--- src/rtl/ps2_host_tx_if.sv ---
// Command handshake between a requester and the PS/2 host transmitter.
// The requester drives tx_data/tx_valid. The transmitter reports ready, busy and the frame outcome.
interface ps2_host_tx_if;
    logic [7:0] tx_data;
    logic       tx_valid;
    logic       tx_ready;
    logic       busy;
    logic       tx_done;
    logic       tx_error;

    modport master (
        output tx_data, tx_valid,
        input  tx_ready, busy, tx_done, tx_error
    );

    modport slave (
        input  tx_data, tx_valid,
        output tx_ready, busy, tx_done, tx_error
    );
endinterface

--- src/rtl/ps2_host_tx.sv ---
// Host-to-device PS/2 transmitter: inhibits the bus, sends start/8 data/odd parity/stop
// on the device's clock, and checks the device ACK. Pins are open-drain through *_oe.
module ps2_host_tx #(
    parameter int INHIBIT_CYCLES = 12000,
    parameter int TIMEOUT_CYCLES = 2000000,
    parameter int FILTER_CYCLES  = 8
) (
    input  logic          clock,
    input  logic          reset,
    ps2_host_tx_if.slave  tx,
    input  logic          ps2_clk_in,
    input  logic          ps2_data_in,
    output logic          ps2_clk_oe,
    output logic          ps2_data_oe
);

    localparam int TMR_MAX = (INHIBIT_CYCLES > TIMEOUT_CYCLES) ? INHIBIT_CYCLES : TIMEOUT_CYCLES;
    localparam int TMR_W   = $clog2(TMR_MAX + 1);
    localparam int FLT_W   = $clog2(FILTER_CYCLES + 1);

    typedef enum logic [2:0] {
        S_IDLE, S_INHIBIT, S_START, S_SEND, S_ACK, S_WAIT_IDLE
    } state_t;

    state_t             state, state_next;
    logic [1:0]         meta, sync, filt;          // bit 0 = clock line, bit 1 = data line
    logic [FLT_W-1:0]   flt_cnt [2];
    logic               clk_filt_d;
    logic               fall, clk_f, data_f;
    logic [TMR_W-1:0]   tmr;
    logic [3:0]         bitcnt;
    logic [7:0]         shift;
    logic               parity;
    logic [2:0]         bit_idx;
    logic               accept, timeout, inhibit_end, bit_oe;

    // A change on a synced line only reaches the filtered value after FILTER_CYCLES
    // consecutive disagreeing cycles, so short glitches never produce a fall.
    always_ff @(posedge clock) begin
        // NOTE: sequential state uses non-blocking assignments so every register samples pre-edge values.
        if (reset) begin
            meta       <= 2'b11;
            sync       <= 2'b11;
            filt       <= 2'b11;
            clk_filt_d <= 1'b1;
            for (int i = 0; i < 2; i++) flt_cnt[i] <= '0;
        end else begin
            meta       <= {ps2_data_in, ps2_clk_in};
            sync       <= meta;
            clk_filt_d <= filt[0];
            for (int i = 0; i < 2; i++) begin
                if (sync[i] == filt[i]) begin
                    flt_cnt[i] <= '0;
                end else if (flt_cnt[i] == FLT_W'(FILTER_CYCLES - 1)) begin
                    filt[i]    <= sync[i];
                    flt_cnt[i] <= '0;
                end else begin
                    flt_cnt[i] <= flt_cnt[i] + 1'b1;
                end
            end
        end
    end

    assign clk_f       = filt[0];
    assign data_f      = filt[1];
    assign fall        = clk_filt_d & ~clk_f;
    assign accept      = tx.tx_valid && (state == S_IDLE);
    assign timeout     = (tmr == TMR_W'(TIMEOUT_CYCLES));
    assign inhibit_end = (tmr == TMR_W'(INHIBIT_CYCLES - 1));
    assign bit_idx     = bitcnt[2:0] - 3'd1;

    always_ff @(posedge clock) begin
        if (reset) state <= S_IDLE;
        else       state <= state_next;
    end

    always_comb begin
        state_next = state;
        unique case (state)
            S_IDLE:      if (accept) state_next = S_INHIBIT;
            S_INHIBIT:   if (inhibit_end) state_next = S_START;
            S_START:     state_next = S_SEND;
            S_SEND:      if (timeout) state_next = S_IDLE;
                         else if (fall && bitcnt == 4'd9) state_next = S_ACK;
            S_ACK:       if (timeout) state_next = S_IDLE;
                         else if (fall) state_next = data_f ? S_IDLE : S_WAIT_IDLE;
            S_WAIT_IDLE: if (timeout || (clk_f && data_f)) state_next = S_IDLE;
            default:     state_next = S_IDLE;
        endcase
    end

    // Data follows bitcnt, which only moves on a fall, so the line is stable at device rising edges.
    always_comb begin
        bit_oe = 1'b0;
        if (bitcnt == 4'd0)      bit_oe = 1'b1;
        else if (bitcnt <= 4'd8) bit_oe = ~shift[bit_idx];
        else if (bitcnt == 4'd9) bit_oe = ~parity;
    end

    always_comb begin
        // NOTE: every output gets a default before the case so no latch can be inferred.
        ps2_clk_oe  = 1'b0;
        ps2_data_oe = 1'b0;
        tx.tx_ready = 1'b0;
        tx.tx_done  = 1'b0;
        tx.tx_error = 1'b0;
        unique case (state)
            S_IDLE:      tx.tx_ready = 1'b1;
            S_INHIBIT:   ps2_clk_oe  = 1'b1;
            S_START: begin
                ps2_clk_oe  = 1'b1;
                ps2_data_oe = 1'b1;
            end
            S_SEND: begin
                ps2_data_oe = bit_oe;
                tx.tx_error = timeout;
            end
            S_ACK:       tx.tx_error = timeout || (fall && data_f);
            S_WAIT_IDLE: begin
                tx.tx_error = timeout;
                tx.tx_done  = !timeout && clk_f && data_f;
            end
            default: ;
        endcase
        tx.busy = ~tx.tx_ready;
    end

    // One timer serves both the inhibit length and the inter-fall timeout.
    always_ff @(posedge clock) begin
        if (reset) begin
            tmr    <= '0;
            bitcnt <= '0;
            shift  <= '0;
            parity <= 1'b0;
        end else begin
            if (accept) begin
                shift  <= tx.tx_data;
                parity <= ~^tx.tx_data;
                bitcnt <= '0;
            end else if (state == S_SEND && fall) begin
                bitcnt <= bitcnt + 4'd1;
            end

            if (state == S_IDLE || state_next != state)
                tmr <= '0;
            else if (fall && (state inside {S_SEND, S_ACK, S_WAIT_IDLE}))
                tmr <= '0;
            else
                tmr <= tmr + 1'b1;
        end
    end

endmodule

--- src/flat_wrapper.sv ---
// flat-port wrapper written by rule: the top's interface ports become plain ports
module ps2_host_tx_flat 
#(
    parameter int INHIBIT_CYCLES = 12000,
    parameter int TIMEOUT_CYCLES = 2000000,
    parameter int FILTER_CYCLES  = 8
)
  (clock, reset, ps2_clk_in, ps2_data_in, ps2_clk_oe, ps2_data_oe, tx_tx_data, tx_tx_valid, tx_tx_ready, tx_busy, tx_tx_done, tx_tx_error);
  ps2_host_tx_if tx_i ();
  input  logic clock;
  input  logic reset;
  input  logic ps2_clk_in;
  input  logic ps2_data_in;
  output logic ps2_clk_oe;
  output logic ps2_data_oe;
  input wire logic [$bits(tx_i.tx_data)-1:0] tx_tx_data;
  input wire logic [$bits(tx_i.tx_valid)-1:0] tx_tx_valid;
  output wire logic [$bits(tx_i.tx_ready)-1:0] tx_tx_ready;
  output wire logic [$bits(tx_i.busy)-1:0] tx_busy;
  output wire logic [$bits(tx_i.tx_done)-1:0] tx_tx_done;
  output wire logic [$bits(tx_i.tx_error)-1:0] tx_tx_error;
  assign tx_i.tx_data = tx_tx_data;
  assign tx_i.tx_valid = tx_tx_valid;
  assign tx_tx_ready = tx_i.tx_ready;
  assign tx_busy = tx_i.busy;
  assign tx_tx_done = tx_i.tx_done;
  assign tx_tx_error = tx_i.tx_error;
  ps2_host_tx #(.INHIBIT_CYCLES(INHIBIT_CYCLES), .TIMEOUT_CYCLES(TIMEOUT_CYCLES), .FILTER_CYCLES(FILTER_CYCLES)) u_core (.clock(clock), .reset(reset), .tx(tx_i), .ps2_clk_in(ps2_clk_in), .ps2_data_in(ps2_data_in), .ps2_clk_oe(ps2_clk_oe), .ps2_data_oe(ps2_data_oe));
endmodule
--- config.mk ---
export PLATFORM = sky130hd
export DESIGN_NAME = ps2_host_tx_flat
export DESIGN_NICKNAME = d
export VERILOG_FILES = /design/src/rtl/ps2_host_tx_if.sv /design/src/rtl/ps2_host_tx.sv /design/src/flat_wrapper.sv
export SDC_FILE = /design/constraint.sdc
export NUM_CORES = 1
export LEC_CHECK = 0
export BUFFER_PORTS_ARGS = -buffer_cell sky130_fd_sc_hd__buf_4
export CAP_MARGIN = 40
export CORE_MARGIN = 4
export CORE_UTILIZATION = 60
export DETAILED_ROUTE_END_ITERATION = 16
export PLACE_DENSITY = 0.87
export SETUP_SLACK_MARGIN = 0.4
export SKIP_LAST_GASP = 1
export SYNTH_ARGS = -nofsm -noshare
export SYNTH_HDL_FRONTEND = slang
export SYNTH_SLANG_ARGS = --single-unit
--- constraint.sdc ---
create_clock -name clock -period 5.42 [get_ports clock]
set_input_delay 0.271 -clock clock [delete_from_list [all_inputs] [get_ports clock]]
set_output_delay 0.271 -clock clock [all_outputs]
set_load 0.03 [all_outputs]
# --- Yosys cells after proc, flatten, opt, wreduce, memory -nomap -nowiden ---
# Memory sizes are Yosys's and may differ from the RTL's.
# Cells that the tools add are included.
totals:
  register_bits: 44
  latchBits: 0
  mem_bits_rw: 8
  rom_bits: 0
  inputBits: 13
  n_memories: 1
memory_table:
  columns: ["memory", "depth", "width", "read_ports", "rd_ports_with_merged_regs", "write_ports", "line_no", "source"]
  rows:
  - ["u_core.flt_cnt", 2, 4, 2, 0, 2, "ps2_host_tx.sv:27", "logic [FLT_W-1:0] flt_cnt [2];"]
classes:
  n_addsub: 5
  multipliers: 0
  div_mod_pow: 0
  order_cmp: 2
  n_eq_ne: 13
  shifts: 0
  muxes: 49
  bitwise: 13
  n_reduce_logical: 22
op_table:
  columns: ["operator", "count"]
  rows:
  - ["$mux W1", 31]
  - ["$mux W3", 8]
  - ["$mux W4", 6]
  - ["$add A21 B1 Y21 const B", 1]
  - ["$eq A21 B14 Y1 const B", 1]
  - ["$eq A21 B21 Y1 const B", 1]
  - ["$pmux W3 S6", 1]
  - ["$add A4 B1 Y4 const B", 3]
  - ["$eq A4 B3 Y1 const B", 2]
  - ["$logic_and A1 B1 Y1", 8]
  - ["$reduce_xnor A8 Y1", 1]
  - ["$eq A3 B2 Y1 const B", 2]
  - ["$eq A3 B3 Y1 const B", 2]
  - ["$not A1 Y1", 6]
  - ["$or A1 B1 Y1", 6]
  - ["$reduce_or A2 Y1", 3]
  - ["$eq A4 B4 Y1 const B", 1]
  - ["$le A4 B4 Y1 const B", 1]
  - ["$logic_not A4 Y1", 1]
  - ["$lt A3 B4 Y1 const B", 1]
  - ["$pmux W1 S2", 2]
  - ["$reduce_and A2 Y1", 2]
  - ["$bmux W1 S3", 1]
  - ["$eq A3 B1 Y1 const B", 1]
  - ["other kinds (9)", 12]

# --- Longest topological paths before layout ---
# Gate-level depths: netlist of the first run.
depth:
  ltp_word: 9
  mapped_depth: 8
  mapped_depth_nobuf: 7

# --- Worst setup path before layout of the first run ---
# OpenSTA, ideal clock, no wires.
synth_timing:
  path_type: "flip-flop to output port"
  startpoint: "reg u_core.bitcnt[0]"
  endpoint: "out ps2_data_oe"
  t_arrival_ps: 1889
  required_ps: 5149
  slack_ps: 3260
  path_stages_with_launch: 7
  n_path_buf: 0
  path_cell_list: "dfxtp_1 -> inv_1 -> ha_1 -> mux4_2 -> mux2i_1 -> nand2_1 -> a31oi_1"
synth_via:
  elab_chain_cells: 7
  word_cells_on_any_way: 11
  classes_between: "1 x add/sub; 1 x order compare; 1 x eq/ne; 6 x mux; 1 x bitwise; 1 x reduce/logical"
synth_lines:
  columns: ["element", "line_no", "source"]
  rows:
  - ["start, declared", "ps2_host_tx.sv:31", "logic [3:0] bitcnt;"]
  - ["start signal, assigned", "ps2_host_tx.sv:141", "bitcnt <= bitcnt + 4'd1;"]
  - ["$sub A3 B1 Y3", "ps2_host_tx.sv:70", "assign bit_idx = bitcnt[2:0] - 3'd1;"]
  - ["net u_core.bit_idx[0]", "ps2_host_tx.sv:34", "logic [2:0] bit_idx;"]
  - ["$bmux W1 S3", "ps2_host_tx.sv:96", "else if (bitcnt <= 4'd8) bit_oe = ~shift[bit_idx];"]
  - ["$mux W1 (implied by the code)", "ps2_host_tx.sv:96", null]
  - ["$not A1 Y1", "ps2_host_tx.sv:96", null]
  - ["$mux W1", "ps2_host_tx.sv:96", null]
  - ["$mux W1", "ps2_host_tx.sv:95", "if (bitcnt == 4'd0) bit_oe = 1'b1;"]
  - ["$pmux W1 S2", "ps2_host_tx.sv:107", "unique case (state)"]
  - ["end, declared", "flat_wrapper.sv:15", "output logic ps2_data_oe;"]
# The timed path passes the listed nets, and every way through them passes these cells. The select of a mux whose other input is x is not followed.

# --- Worst setup path in the final report of the first run ---
# Ends and elaborated chain as after synthesis.

==> impl_results.md, run 1 <==
* Status: finished clean
* GRT Util Overall at roughly a fifth
* Hold WS at 0.140 ns
* Most frequent cells in the layout: dfxtp_1, nand2_1, nor3_1
* Detailed placement HPWL at approximately 3600 um
* WS Path Type: reg -> out
* Critical-path cell list: inv_1, ha_1, mux4_2, mux2i_1, nand2_1, a31oi_1, buf_4
* Vias in the first global route at a little under 2000
* Fill cells at roughly 340
* Hold-fix buffers, CTS at 0
* Gate Count Post-Synth at about 290
* CTS Buf Count at 5
* Crit share post-route at 45.4%
* Setup ws final at 2.96 ns
* Row count at 23
* Worst slack, placed at 3.14 ns
* Setup crit start kind: flop
* Most common cell after layout, fill and taps aside: dfxtp_1
* DP Area at between 0.002 and 0.003 sq mm
* GPL Wtd Cong at 0.919
* Initial Util at roughly 64%
* Dominant cells by area after synthesis: dfxtp_1, edfxtp_1, xor2_1, xnor2_1, nor3_1
* Via density per instance at 5.64
* Clock sink count at 52
* Top-area cell type share of the netlist area at around a third
* Fin util at between 60% and 70%
* WP data arrival at between 2 and 2.5 ns
* Clock buffer depth at 2
* Reg2reg setup slack at 3.11 ns
* Worst hold path type: in -> reg
* RSZ-0062 raised after global routing: no
* Mean Syn Cell Area at roughly 9.2 sq um
* Total number of yosys warnings at 0
* Register area share after synthesis at between 40% and 50%
* DR iter-0 viols at between 100 and 150
* Post-CTS setup buffer count at 0
* Setup TNS at 0 ns
* DRT Pass-1 Iters at 4
* Final Net Count at ~330
* Leak at roughly 1.1 nW
* Latest clock arrival within the worst-skew pair at 0.31 ns
* Resized Gates After CTS at 0
* Buf+Inv Stages, Crit Path at 2
* Setup violations, final at 0
* CTS tree: built
* Clk_skew at between 0.002 and 0.003 ns
* Fin crit period at approximately 2.5 ns
* Die height at roughly 74 um
* Core Region at 0.00414 sq mm
* Die footprint at ~0.0055 sq mm
* Routed wire per std cell at 13.9 um
* Clock-pin slew on the worst setup and hold paths at around 0.08 ns
* Antenna Cells at 0
* Cell count after placement at roughly 350
* Clk root buf: clkbuf_8
* Peak VDD IR at around 0.15 mV
* Pwr per Cell Area at 237 mW/mm^2
* Cell area after synthesis at 0.00265 sq mm
* CP delay by family, top: flip-flops
* Drt drc at 0
* Yosys top cell by area: dfxtp_1
* Fin area at roughly 0.0029 sq mm
* First-pass GRT wire length at around 8500 um
* WL final at between 5000 and 6000 um
* Slew HR at 42.7%
* Critical-path top delay cell: dfxtp_1
* Fin cells at 362
* Yosys reg bits at 52
* Post-synth EDFFs at 8
* Antenna Nets Post-Route at 0
* Max Cap Violations at 0
* Critical Path Sink Type: output port
* Largest net degree at the start of global routing at 23
* Gr ovfl total at 0
* Worst stage delay on the critical path at ~0.51 ns
* FFs w/ async S/R, synth at 0%
* CTS H-tree lvls at 2
* Worst-margin pin slew at roughly 0.86 ns
* Fmax at about 410 MHz
* Final Max Slew Viols at 0
* Required @ worst endpoint at ~5.2 ns
* Die width at approximately 74 um
* Layout cell share with drive strength beyond 1 at approximately an eighth
* Port Buffers at 18
* P&R area growth vs syn at 9.29%
* Final hold vios at 0
* Ys flop type: dfxtp_1
* Power Total at slightly below 0.7 mW
* Total vias in the final route at 2040
* I/O pin total at 19
* Critical Path Fanout Max at 7
* Initial antenna violation count at 0
* Post-synth cell types at 48
synthesized netlist by cell type, drive strengths merged, types with 2 or more instances:
cell     n
nor2    22
nor2b    3
xnor2   17
and4     4
buf      7
a31oi    3
nand3b   2
mux4     2
a21oi   10
nand4    7
edfxtp   8
nand2b   6
o21ai    4
nor4     3
nor4b    2
nor3    29
a211o    2
xor2    19
nor3b    2
nand3   11
or3      4
ha       8
or2      6
nand2   33
inv     11
mux2i    2
dfxtp   44
clkbuf   3
path summary, 6_finish.rpt:
check	start	endpoint	cells after the start
hold reg to reg	u_core.meta[1]	u_core.sync[1]	1
setup / recovery	u_core.bitcnt[0]	ps2_data_oe	7
hold / removal	ps2_clk_in	u_core.meta[0]	2
setup reg to reg	u_core.tmr[0]	u_core.tmr[11]	7
layer usage:
| metal | up-vias | GRT usage, % | routed length (um) |
|---|---|---|---|
| li1 | 1038 | - | - |
| met1 | 948 | 22.9 | 2160 |
| met2 | 44 | 34.6 | 2550 |
| met3 | 10 | 4.86 | 222 |
| met4 | 0 | 9.29 | 97 |
| met5 | - | 0 | 0 |
layout make-up:
cell class | count | area [sq um] | share of cell area [%]
clock buffer | 7 | 76.3 | 2.63
clock inverter | 1 | 5.00 | 0.173
inverter | 11 | 41.3 | 1.42
multi-input combinational | 223 | 1460 | 50.3
sequential | 52 | 1120 | 38.7
tap | 50 | 62.6 | 2.16
timing repair buffer | 18 | 135 | 4.66
flip-flops by register name (all words and copies together) (netlist names):
name / flops
u_core.parity: 1
u_core.filt: 2
u_core.meta: 2
u_core.shift: 8
u_core.sync: 2
u_core.flt_cnt: 8
u_core.clk_filt_d: 1
u_core.tmr: 21
u_core.bitcnt: 4
u_core.state: 3
power breakdown:
| group | total [mW] | switching, mW | internal [mW] |
|---|---|---|---|
| logic | 0.0644 | 0.0356 | 0.0288 |
| registers | 0.411 | 0.00876 | 0.403 |
| clock network | 0.210 | 0.120 | 0.0908 |
kinds of logic (layout without fill, tap and decap cells):
| family | Yosys count | after routing | synth area share, % |
|---|---|---|---|
| AOI/OAI and AO/OA | 27 | 27 | 7.12 |
| other | 1 | 8 | 0.141 |
| xor gates and xnor gates | 36 | 36 | 11.9 |
| adders and majority gates | 8 | 8 | 3.77 |
| muxes | 4 | 4 | 2.45 |
| and+or+nand+nor | 140 | 140 | 28.6 |
| buffers and inverters | 21 | 37 | 3.77 |
| DFF | 52 | 52 | 42.3 |
(Power assumes the default switching activity.)
==> run 2: changes to the inputs <==
- ABC_AREA: unset -> 1
- clock period: 5.42 -> 2.35 ns (I/O delays scaled with it)
==> run 2 against run 1 <==
Clock skew is 0.0049 ns higher. Highest routed layer unchanged. Via count up 29%. Largest power group unchanged. Sequential share of layout area down 4.8 points. Synthesized cell count rose by 30%. Register-to-register slack lost 2.6 ns. Worst setup slack worse by 2.6 ns. Clock power up 130%. Synthesized area up 9.0%.
==> impl_results.md, run 2 <==
* Status: finished clean
* P&R area growth vs syn at 15.1%
* Post-synth cell types at 36 (-25%)
* DRT Pass-1 Iters at 7 (+3)
* Worst slack, placed at 0.281 ns (-2.86 ns)
* Clk_skew at 0.00766 ns (+0.00488 ns)
* Die width at 77.4 um (+3.9%)
* Antenna Nets Post-Route at 0 (unchanged)
* Port Buffers at 18 (unchanged)
* Clock sink count at 52 (unchanged)
* Critical Path Sink Type: output port
* Most frequent cells in the layout: nand2_1, dfxtp_1, nor2_1
* Gate Count Post-Synth at 376 (+30%)
* Initial Util at 64.2% (+0.18 points)
* Worst hold path type: in -> reg
* Largest net degree at the start of global routing at 22 (-4.3%)
* WL final at 6660 um (+33%)
* I/O pin total at 19 (unchanged)
* Clk root buf: clkbuf_8
* Final hold vios at 0 (unchanged)
* First-pass GRT wire length at 10300 um (+21%)
* Setup TNS at 0 ns (unchanged)
* Power Total at 1.63 mW (+140%)
* GRT Util Overall at 20.7% (+0.82 points)
* Synth top cells by count: nand2_1, dfxtp_1, nor2_1, inv_1, nand3_1
* Total number of yosys warnings at 0 (unchanged)
* Die height at 77.4 um (+3.9%)
* Leak at 1.24 nW (+16%)
* Post-synth EDFFs at 8 (unchanged)
* FFs w/ async S/R, synth at 0% (unchanged)
* Reg power frac at 57.8% (-2.2 points)
* Final Net Count at 430 (+30%)
* Core Region at 0.00450 sq mm (+8.7%)
* Total vias in the final route at 2628 (+29%)
* Dominant cells by area after synthesis: dfxtp_1, nand2_1, edfxtp_1, nor3_2, nor2_1
* P_int at 1.21 mW (+130%)
* Logic gate share of total power at 12.4% (+3.0 points)
* Setup ws final at 0.397 ns (-2.56 ns)
* Most frequent cell after synthesis: nand2_1
* Most common cell after layout, fill and taps aside: nand2_1
* Required @ worst endpoint at 2.23 ns (-2.92 ns)
* Setup crit start kind: flop
* WP data arrival at 1.84 ns (-0.35 ns)
* DR iter-0 viols at 240 (+64%)
* Mean Syn Cell Area at 7.69 sq um (-16%)
* Clock network fraction of total power at 29.8% (-0.9 points)
* Crit share post-route at 83.1%
* Clock buffer depth at 2 (unchanged)
* Fill cells at 325 (-3.0%)
* Via density per instance at 5.69 (+0.94%)
* CTS H-tree lvls at 2 (unchanged)
* Die footprint at 0.00599 sq mm (+8.0%)
* Setup violations, final at 0 (unchanged)
* Peak VDD IR at 0.441 mV (+190%)
* Final Max Slew Viols at 0 (unchanged)
* Cell area after synthesis at 0.00289 sq mm (+9.0%)
* Fmax at approximately 500 MHz
* Layout cell share with drive strength beyond 1 at 21.0% (+8.8 points)
* Detailed placement HPWL at 4390 um (+23%)
* WS Path Type: reg -> out
* Critical Path Fanout Max at 6 (-1)
* Switching Fraction at 26.0% (+2.1 points)
* Register area share after synthesis at 38.8% (-3.5 points)
* Ys flop type: dfxtp_1
* Initial antenna violation count at 0 (unchanged)
* Biggest register: u_core.tmr
* Fin crit period at 1.95 ns
* Max Cap Violations at 0 (unchanged)
* Top flop regs: u_core.tmr (21), u_core.flt_cnt (8), u_core.shift (8)
* Yosys reg bits at 52 (unchanged)
* Drt drc at 0 (unchanged)
* Clock-pin slew on the worst setup and hold paths at 0.08 ns (about the same)
* GPL Wtd Cong at 0.865 (-5.9%)
* Antenna Cells at 0 (unchanged)
* CTS Buf Count at 5 (unchanged)
* Max reg flops at 21 (unchanged)
* Yosys top cell by area: dfxtp_1
* RSZ-0062 raised after global routing: yes
* Vias in the first global route at 2378 (+22%)
* Gr ovfl total at 0 (unchanged)
* NetSw at 0.423 mW (+160%)
* Latest clock arrival within the worst-skew pair at 0.31 ns (about the same)
* CTS tree: built
* Row count at 24 (+4.3%)
* Routed wire per std cell at 14.4 um (+3.9%)
* Top-area cell type share of the netlist area at 30.5% (-2.7 points)
* Pwr per Cell Area at 490 mW/mm^2 (+110%)
==> run 2: worst paths after layout <==
path                    startpoint              end  slack [ns]  cells past startpoint
hold / removal       tx_tx_data[5]  u_core.shift[5]        0.08                      3
setup reg to reg  u_core.bitcnt[1]    u_core.tmr[8]        0.48                     12
setup / recovery  u_core.bitcnt[0]      ps2_data_oe        0.40                      8
hold reg to reg     u_core.meta[1]   u_core.sync[1]        0.43                      1
==> run 2: kinds of logic (layout without fill, tap and decap cells) <==
logic type	count (synthesis)	count (layout)	synth area share (%)
buffers and inverters	50	76	7.36
AOI/OAI and AO/OA	43	43	8.01
DFF	52	52	38.8
xor gates and xnor gates	27	27	8.18
and+or+nand+nor	195	196	34.1
other	1	8	0.130
adders and majority gates	8	8	3.46
==> run 2: repair_timing <==
action | 4_1_cts | 5_1_grt
pin swaps | 0 | 2
cloned | 0 | 1
setup endpoints to repair | 24 | 24
gates resized for setup | 3 | 23
hold buffers | 2 | 0
endpoints found under the hold margin | 2 | 0
setup buffers | 0 | 4
==> run 2: layout make-up <==
cell class | count | area, sq um | area share [%]
clock buffer | 7 | 76.3 | 2.29
clock inverter | 1 | 5.00 | 0.150
inverter | 42 | 161 | 4.85
multi-input combinational | 282 | 1680 | 50.6
sequential | 52 | 1130 | 33.9
tap | 52 | 65.1 | 1.95
timing repair buffer | 26 | 208 | 6.24
==> run 2: stage by stage <==
step | instances | utilization [%] | hold slack [ns] | cell area (sq um)
5_1_grt | 462 | 73.9 | 0.0807 | 3330
2_1_floorplan | 383 | - | 0.221 | 2920
3_3_place_gp | 447 | 68.3 | 0.303 | 3080
6_report | 462 | 73.9 | 0.0781 | 3330
3_5_place_dp | 447 | 68.3 | 0.305 | 3080
4_1_cts | 457 | 70.9 | 0.0752 | 3190
==> run 2: worst max-delay path: stages (launching register included) <==
cell and delay, ns:
dfxtp_4 0.40, clkinvlp_4 0.14, ha_1 0.22, nand2_1 0.09, nand2_1 0.09, nor2_1 0.15, a21oi_1 0.11, a22oi_2 0.18
buf_6 0.16
==> run 2: power by group through the flow <==
stage	Sequential (mW)	Clock, mW	Combinational [mW]
floorplan	0.959	0	0.137
global route	0.946	0.528	0.221
detailed placement	0.964	0	0.173
finish	0.943	0.486	0.202
global placement	0.963	0	0.169
CTS	0.943	0.492	0.179
==> run 2: per-layer routing <==
metal	part of all wire [%]	up-vias	track usage, %
met5	0	-	0
met4	3.2	0	6.94
met3	8.0	21	4.86
met2	47	112	33.6
met1	42	1218	27.3
li1	-	1277	-
